--- src/rtl/mem_ctrl_pkg.sv ---
// Shared definitions for the memory access controller: FSM encoding,
// default memory size and the wait-counter range.
package mem_ctrl_pkg;

    localparam int unsigned RAM_SIZE_BIT_DEFAULT = 8;
    localparam int unsigned WAIT_CYCLES_MAX      = 15;
    localparam int unsigned CNT_W                = $clog2(WAIT_CYCLES_MAX + 1);

    typedef enum logic [1:0] {
        IDLE = 2'd0,
        WAIT = 2'd1,
        RESP = 2'd2
    } state_t;

endpackage

--- src/rtl/mem_addr_check.sv ---
// Combinational legality check of a CPU byte address against a word-addressed
// memory of 2**RAM_SIZE_BIT words.
module mem_addr_check
    import mem_ctrl_pkg::*;
#(
    parameter int unsigned RAM_SIZE_BIT = RAM_SIZE_BIT_DEFAULT
) (
    input  logic [31:0] addr,
    output logic        misaligned,
    output logic        out_of_range
);

    assign misaligned = |addr[1:0];

    generate
        if (RAM_SIZE_BIT + 2 < 32) begin : g_range
            // Word-index bits never influence legality.
            logic unused_word_idx;
            assign unused_word_idx = ^addr[RAM_SIZE_BIT+1:2];
            assign out_of_range    = |addr[31:RAM_SIZE_BIT+2];
        end else begin : g_full
            logic unused_upper;
            assign unused_upper = ^addr[31:2];
            assign out_of_range = 1'b0;
        end
    endgenerate

endmodule

--- src/rtl/mem_access_ctrl.sv ---
// CPU-to-memory access controller: one request at a time, fixed wait cycles.
// Address checking and rsp_err are enabled by defining MEM_ACCESS_CTRL_ERR_EN.
module mem_access_ctrl
    import mem_ctrl_pkg::*;
#(
    parameter int unsigned RAM_SIZE_BIT = RAM_SIZE_BIT_DEFAULT,
    parameter int unsigned WAIT_CYCLES  = 1
) (
    input  logic        clk,
    input  logic        reset,
    input  logic        req_valid,
    output logic        req_ready,
    input  logic        req_write,
    input  logic [31:0] req_addr,
    input  logic [31:0] req_wdata,
    output logic        rsp_valid,
    output logic [31:0] rsp_rdata,
    output logic        rsp_err,
    output logic [31:0] mem_address,
    output logic [31:0] mem_write_data,
    output logic        mem_read,
    output logic        mem_write,
    input  logic [31:0] mem_rdata
);

    state_t             state_q, state_d;
    logic [CNT_W-1:0]   cnt_q, cnt_d;
    logic [31:0]        addr_q;
    logic [31:0]        wdata_q;
    logic [31:0]        rdata_q;
    logic               write_q;
    logic               err_q;
    logic               req_err;
    logic [31:0]        req_addr_eff;
    logic               misaligned;
    logic               out_of_range;
    logic               accept;
    logic               last_wait;

    mem_addr_check #(
        .RAM_SIZE_BIT (RAM_SIZE_BIT)
    ) u_addr_check (
        .addr         (req_addr),
        .misaligned   (misaligned),
        .out_of_range (out_of_range)
    );

`ifdef MEM_ACCESS_CTRL_ERR_EN
    assign req_err      = misaligned | out_of_range;
    assign req_addr_eff = req_addr;
    assign rsp_err      = (state_q == RESP) & err_q;
`else
    // Without checking, low address bits are dropped and every request waits.
    logic unused_chk;
    assign unused_chk   = misaligned | out_of_range | err_q;
    assign req_err      = 1'b0;
    assign req_addr_eff = {req_addr[31:2], 2'b00};
    assign rsp_err      = 1'b0;
`endif

    assign accept    = (state_q == IDLE) & req_valid;
    assign last_wait = (state_q == WAIT) & (cnt_q == '0);
    assign rsp_rdata = rdata_q;

    always_ff @(posedge clk or negedge reset) begin
        if (!reset) begin
            state_q <= IDLE;
            cnt_q   <= '0;
            addr_q  <= '0;
            wdata_q <= '0;
            rdata_q <= '0;
            write_q <= 1'b0;
            err_q   <= 1'b0;
        end else begin
            state_q <= state_d;
            cnt_q   <= cnt_d;
            if (accept) begin
                addr_q  <= req_addr_eff;
                wdata_q <= req_wdata;
                write_q <= req_write;
                err_q   <= req_err;
                if (req_err) begin
                    rdata_q <= '0;
                end
            end
            if (last_wait) begin
                rdata_q <= write_q ? '0 : mem_rdata;
            end
        end
    end

    always_comb begin
        state_d        = state_q;
        cnt_d          = cnt_q;
        req_ready      = 1'b0;
        rsp_valid      = 1'b0;
        mem_address    = '0;
        mem_write_data = '0;
        mem_read       = 1'b0;
        mem_write      = 1'b0;

        unique case (state_q)
            IDLE: begin
                req_ready = 1'b1;
                if (req_valid) begin
                    if (req_err) begin
                        state_d = RESP;
                    end else begin
                        state_d = WAIT;
                        cnt_d   = CNT_W'(WAIT_CYCLES - 1);
                    end
                end
            end
            WAIT: begin
                mem_address    = addr_q;
                mem_write_data = wdata_q;
                mem_read       = ~write_q;
                // The store strobe is confined to the final wait cycle.
                if (cnt_q == '0) begin
                    mem_write = write_q;
                    state_d   = RESP;
                end else begin
                    cnt_d = cnt_q - CNT_W'(1);
                end
            end
            RESP: begin
                rsp_valid = 1'b1;
                state_d   = IDLE;
            end
            default: begin
                state_d = IDLE;
            end
        endcase
    end

endmodule

--- config.mk ---
export PLATFORM = sky130hd
export DESIGN_NAME = mem_access_ctrl
export DESIGN_NICKNAME = d
export VERILOG_FILES = /design/src/rtl/mem_ctrl_pkg.sv /design/src/rtl/mem_addr_check.sv /design/src/rtl/mem_access_ctrl.sv
export SDC_FILE = /design/constraint.sdc
export NUM_CORES = 1
export LEC_CHECK = 0
export CAP_MARGIN = 20
export CORE_ASPECT_RATIO = 0.7
export CORE_UTILIZATION = 47
export CTS_BUF_LIST = sky130_fd_sc_hd__clkbuf_4
export DETAILED_ROUTE_END_ITERATION = 7
export HOLD_SLACK_MARGIN = 0.1
export PLACE_DENSITY = 0.88
export SLEW_MARGIN = 20
export SYNTH_ARGS = -nofsm -noshare
export SYNTH_HDL_FRONTEND = slang
export SYNTH_SLANG_ARGS = --single-unit
export TNS_END_PERCENT = 20
--- constraint.sdc ---
create_clock -name clk -period 4.9 [get_ports clk]
set_input_delay 0.735 -clock clk [delete_from_list [all_inputs] [get_ports clk]]
set_output_delay 0.735 -clock clk [all_outputs]
set_load 0.02 [all_outputs]
---- Word level (Yosys, flattened, before mapping) ----
Index checks and enable logic that the tools add are counted.
storage, ports and cells
  register bits after elaboration ......... 101
  bits of input ports ..................... 100
  logic and storage cells ................. 34
  output and inout bits ................... 101
cells by class
  bitwise logic cells ..................... 3
  add/sub/neg operators ................... 1
  multiplexer cells ....................... 14
  equal/unequal tests ..................... 5
  reductions and logical operators ........ 5
operators by type and width
  cell                                                 number
  2-to-1 mux 32 bit                                    3
  2-to-1 mux 4 bit                                     2
  one-hot mux 4 bit (2 select lines)                   1
  2-to-1 mux 1 bit                                     5
  logical NOT 4 bit                                    1
  2-to-1 mux 2 bit                                     2
  != test 2 bit, second input constant                 2
  one-hot mux 2 bit (2 select lines)                   1
  subtractor 4 x 1 -> 4 bit, second input constant     1
  AND reduction 3 bit                                  1
  bitwise AND 1 bit                                    2
  equality test 2 x 1 -> 1 bit, second input constant  1
  equality test 2 bit, second input constant           1
  logical NOT 2 bit                                    1
  != test 2 x 1 -> 1 bit, second input constant        1
  AND reduction 2 bit                                  1
  nonzero test 2 bit                                   1
  NOT 1 bit                                            1

---- Longest topological paths before layout ----
  word-level depth ........................ 3
  gate-level depth with buffers ........... 6
  depth with buffers taken out ............ 5

---- Worst setup path before layout ----
OpenSTA, ideal clock, no wires.
  path type ............................... flip-flop to output port
  start point ............................. register state_q[0]
  end point ............................... output mem_address[17]
  path buffers ............................ 2
  path slack .............................. 2.887 ns
  arrival ................................. 1.278 ns
  stages on the path, launching flop included .. 5
  data required time ...................... 4.165 ns
  cell sequence ........................... dfrtp_1 > nor2b_1 > clkbuf_1 > clkbuf_1 > and2_1
between the ends
  longest elaborated chain between the ends .. 2
ends and longest elaborated chain
  item                          line                    source
  from (decl)                   mem_access_ctrl.sv:26   state_t state_q, state_d;
  from (signal assigned)        mem_access_ctrl.sv:75   state_q <= state_d;
  equality test 2 x 1 -> 1 bit  mem_access_ctrl.sv:102  unique case (state_q)
  2-to-1 mux 32 bit             mem_access_ctrl.sv:102
  to (decl)                     mem_access_ctrl.sv:19   output logic [31:0] mem_address,
Every way passes these cells.

---- Final worst setup path ----
  start point ............................. register state_q[0]
  end point ............................... output mem_write_data[22]
between the ends
  longest elaborated chain between the ends .. 2
ends and longest elaborated chain
  item                          line                    source
  equality test 2 x 1 -> 1 bit  mem_access_ctrl.sv:102
  2-to-1 mux 32 bit             mem_access_ctrl.sv:102
  to (decl)                     mem_access_ctrl.sv:20   output logic [31:0] mem_write_data,
Every way passes these cells.

==> impl_metrics.tcl <==
set metrics [dict create \
    drive_gt1_share_pct 22.0 \
    post_drt_wl_per_cell_um 16.2 \
    tightest_slew_ns 0.713 \
    setup_tns_ns 0 \
    clock_skew_ns 0.0140 \
    wl_mm 10.9 \
    die_h_um 85.8 \
    critPathMaxFanout 47 \
    root_buffer "clkbuf_4" \
    grt-ovfl-total 0 \
    whs_ns 0.277 \
    cts_resized 0 \
    die_w_um 122 \
    clock_sinks 101 \
    ys_ff_latch 101 \
    finalCritPeriodShare_pct 64.2 \
    status "finished, final reports clean" \
    clock_latency_ns 0.45 \
    rsz0062_at_grt "no" \
    vias_per_cell 4.82 \
    seq_area_frac_synth_pct 53.6 \
    dr_wl_met3_um 947 \
    postCtsHoldBufs 0 \
    leakage_nw 3.04 \
    r2r_cells 6 \
    ios 201 \
    vias 3222 \
    cts_buffers 9 \
    ys.warnings.count 0 \
    postRouteAntennaNets 0 \
    reg2reg_setup_slack_ns 2.61 \
    min_path_type "input port to asynchronous set/reset pin" \
    power_density_nw_per_um2 403 \
    grt_max_degree 66 \
    drt_iter0_markers 72 \
    slowest_stage "clkdlybuf4s50_1" \
    postCtsSetupBuffers 0 \
    cp_data_required_time_ns 4.16 \
    top_layer "met4" \
    multiInputGateArea_um2 2040 \
    synth.distinct_cells 26 \
    routedLengthMet1_mm 4.49 \
    final_cells 669 \
    crit_family "buffers and inverters" \
    max_stage_delay_ns 0.63 \
    drv_cap 0 \
    cp_cell_sequence "nor2b_4 -> buf_12 -> and2_1 -> clkdlybuf4s50_1" \
    fin_crit_ns 3.14 \
    antenna_found_initial 0 \
    first_global_vias 3461 \
    h-tree-depth 3 \
    path_class "flop to primary output" \
    cts_buffer_depth 2 \
    r2r_end "rsp_rdata[20]$_DFFE_PN0P_" \
    arrival_ns 2.41 \
    port_buffers 195 \
    area_growth_pct 45.9 \
    rows 30 \
    grt_usage_pct 21.8 \
    cp-end-kind "primary output" \
    dp_hpwl_mm 7.68 \
    nets 638 \
    syn_area_um2 4710 \
    wl_met2_mm 5.29 \
    diodes 0 \
    avgSynthCellArea_um2 13.6 \
    slew_viol_final 0 \
    fill_cells 667 \
    setup_violations 0 \
    r2r_start "cnt_q[0]$_DFFE_PN0P_" \
    die-area_um2 10400 \
    route.detailed.drc 0 \
    max-vdd-ir-drop_mv 0.182 \
    cts.clk_slew.worst_paths_ns 0.16 \
    first_pass_iters 4 \
    synthCells 347 \
    max_freq_mhz 318 \
    maxSlewHeadroom_pct 52.5 \
    dp_cells 652 \
    start_util_pct 48.5 \
    start_kind "flop" \
    hold_violations 0 \
    grt_pass1_wl_mm 17.3 \
    cts_tree "done" \
    area.sequential_um2 2530 \
    cp_num_buf_inv 2 \
    core_um2 9720 \
    gp_congestion 0.785 \
]
[cells by family (layout without fill, tap and decap cells)]
logic type | after synthesis | count (layout) | share of synthesized area (%)
buf+inv | 27 | 219 | 3.45
simple gates | 114 | 114 | 14.9
other cells | 1 | 3 | 0.0796
flops | 101 | 101 | 53.6
fa+ha+maj | 2 | 2 | 0.531
mux | 96 | 96 | 26.7
compound gates | 6 | 6 | 0.690
[layout make-up]
class / count / share of cell area (%)
Multi-Input combinational cell: 221 / 29.7
Timing Repair Buffer: 199 / 29.0
Sequential cell: 101 / 36.8
Clock inverter: 6 / 0.910
Tap cell: 128 / 2.33
Clock buffer: 10 / 1.09
Inverter: 4 / 0.218
[how the worst max path moves through the flow]
stage | startpoint | to | slack [ns] | cells after the start
floorplan | state_q[0]$_DFFE_PN0P_ | mem_address[17] | 2.89 | 4
global route | state_q[0]$_DFFE_PN0P_ | mem_write_data[22] | 1.54 | 4
finish | state_q[0]$_DFFE_PN0P_ | mem_write_data[22] | 1.76 | 4
global placement | state_q[0]$_DFFE_PN0P_ | mem_write_data[24] | 1.93 | 3
detailed placement | state_q[0]$_DFFE_PN0P_ | mem_address[7] | 1.89 | 3
CTS | state_q[0]$_DFFE_PN0P_ | mem_write_data[22] | 1.33 | 3
[state kept, by name, indices dropped and copies added (netlist names)]
register   flops
rsp_rdata     32
wdata_q       32
addr_q        30
cnt_q          4
state_q        2
write_q        1
[routing by layer]
layer	vias to the layer above	track usage [%]
met5	-	0
met4	0	6.06
met3	12	8.44
met2	121	37.0
met1	1568	26.0
li1	1521	-
[report_power, final]
part	internal, mW	leakage (nW)	switching (mW)
combinational	0.654	1.74	0.467
sequential	1.06	1.23	0.145
clock	0.161	0.0704	0.275
[cell usage after synthesis]
cell type | n | share of area, %
a21oi_1 | 1 | 0.11
mux2i_1 | 1 | 0.21
and2_1 | 63 | 8.4
o211ai_1 | 1 | 0.16
nand2_1 | 3 | 0.24
inv_1 | 4 | 0.32
nor3_1 | 1 | 0.11
and3_1 | 1 | 0.13
or3b_1 | 1 | 0.19
mux2_2 | 47 | 11
buf_4 | 3 | 0.48
nand3_1 | 1 | 0.11
clkbuf_1 | 10 | 0.80
or3_1 | 1 | 0.13
nor3b_2 | 1 | 0.27
dfrtp_1 | 101 | 54
buf_2 | 4 | 0.42
conb_1 | 1 | 0.080
o21ai_0 | 4 | 0.42
mux2_4 | 48 | 15
or4_1 | 1 | 0.16
nor2b_1 | 35 | 4.6
ha_1 | 2 | 0.53
nand2b_1 | 1 | 0.13
buf_6 | 6 | 1.4
nor2_1 | 5 | 0.40
[cells in the final DEF, fill, tap and decap left out, drive strengths merged, types with 2 or more instances in the layout]
cell           count
dfrtp            101
clkinv             2
nor2               5
nor2b             35
clkbuf            10
clkinvlp           2
clkdlybuf4s50    194
ha                 2
inv                5
nand2              3
mux2              95
conb               3
o21ai              4
buf                5
and2              63
[stage by stage]
| stage | utilization (%) | area [um^2] | power (mW) | setup WS [ns] |
|---|---|---|---|---|
| floorplan | - | 4720 | 1.83 | 2.89 |
| global placement | 69.1 | 6710 | 2.31 | 1.93 |
| detailed placement | 69.1 | 6710 | 2.35 | 1.89 |
| CTS | 70.5 | 6850 | 2.80 | 1.33 |
| global route | 70.7 | 6870 | 2.92 | 1.54 |
| finish | 70.7 | 6870 | 2.77 | 1.76 |
(Power assumes the default switching activity.)
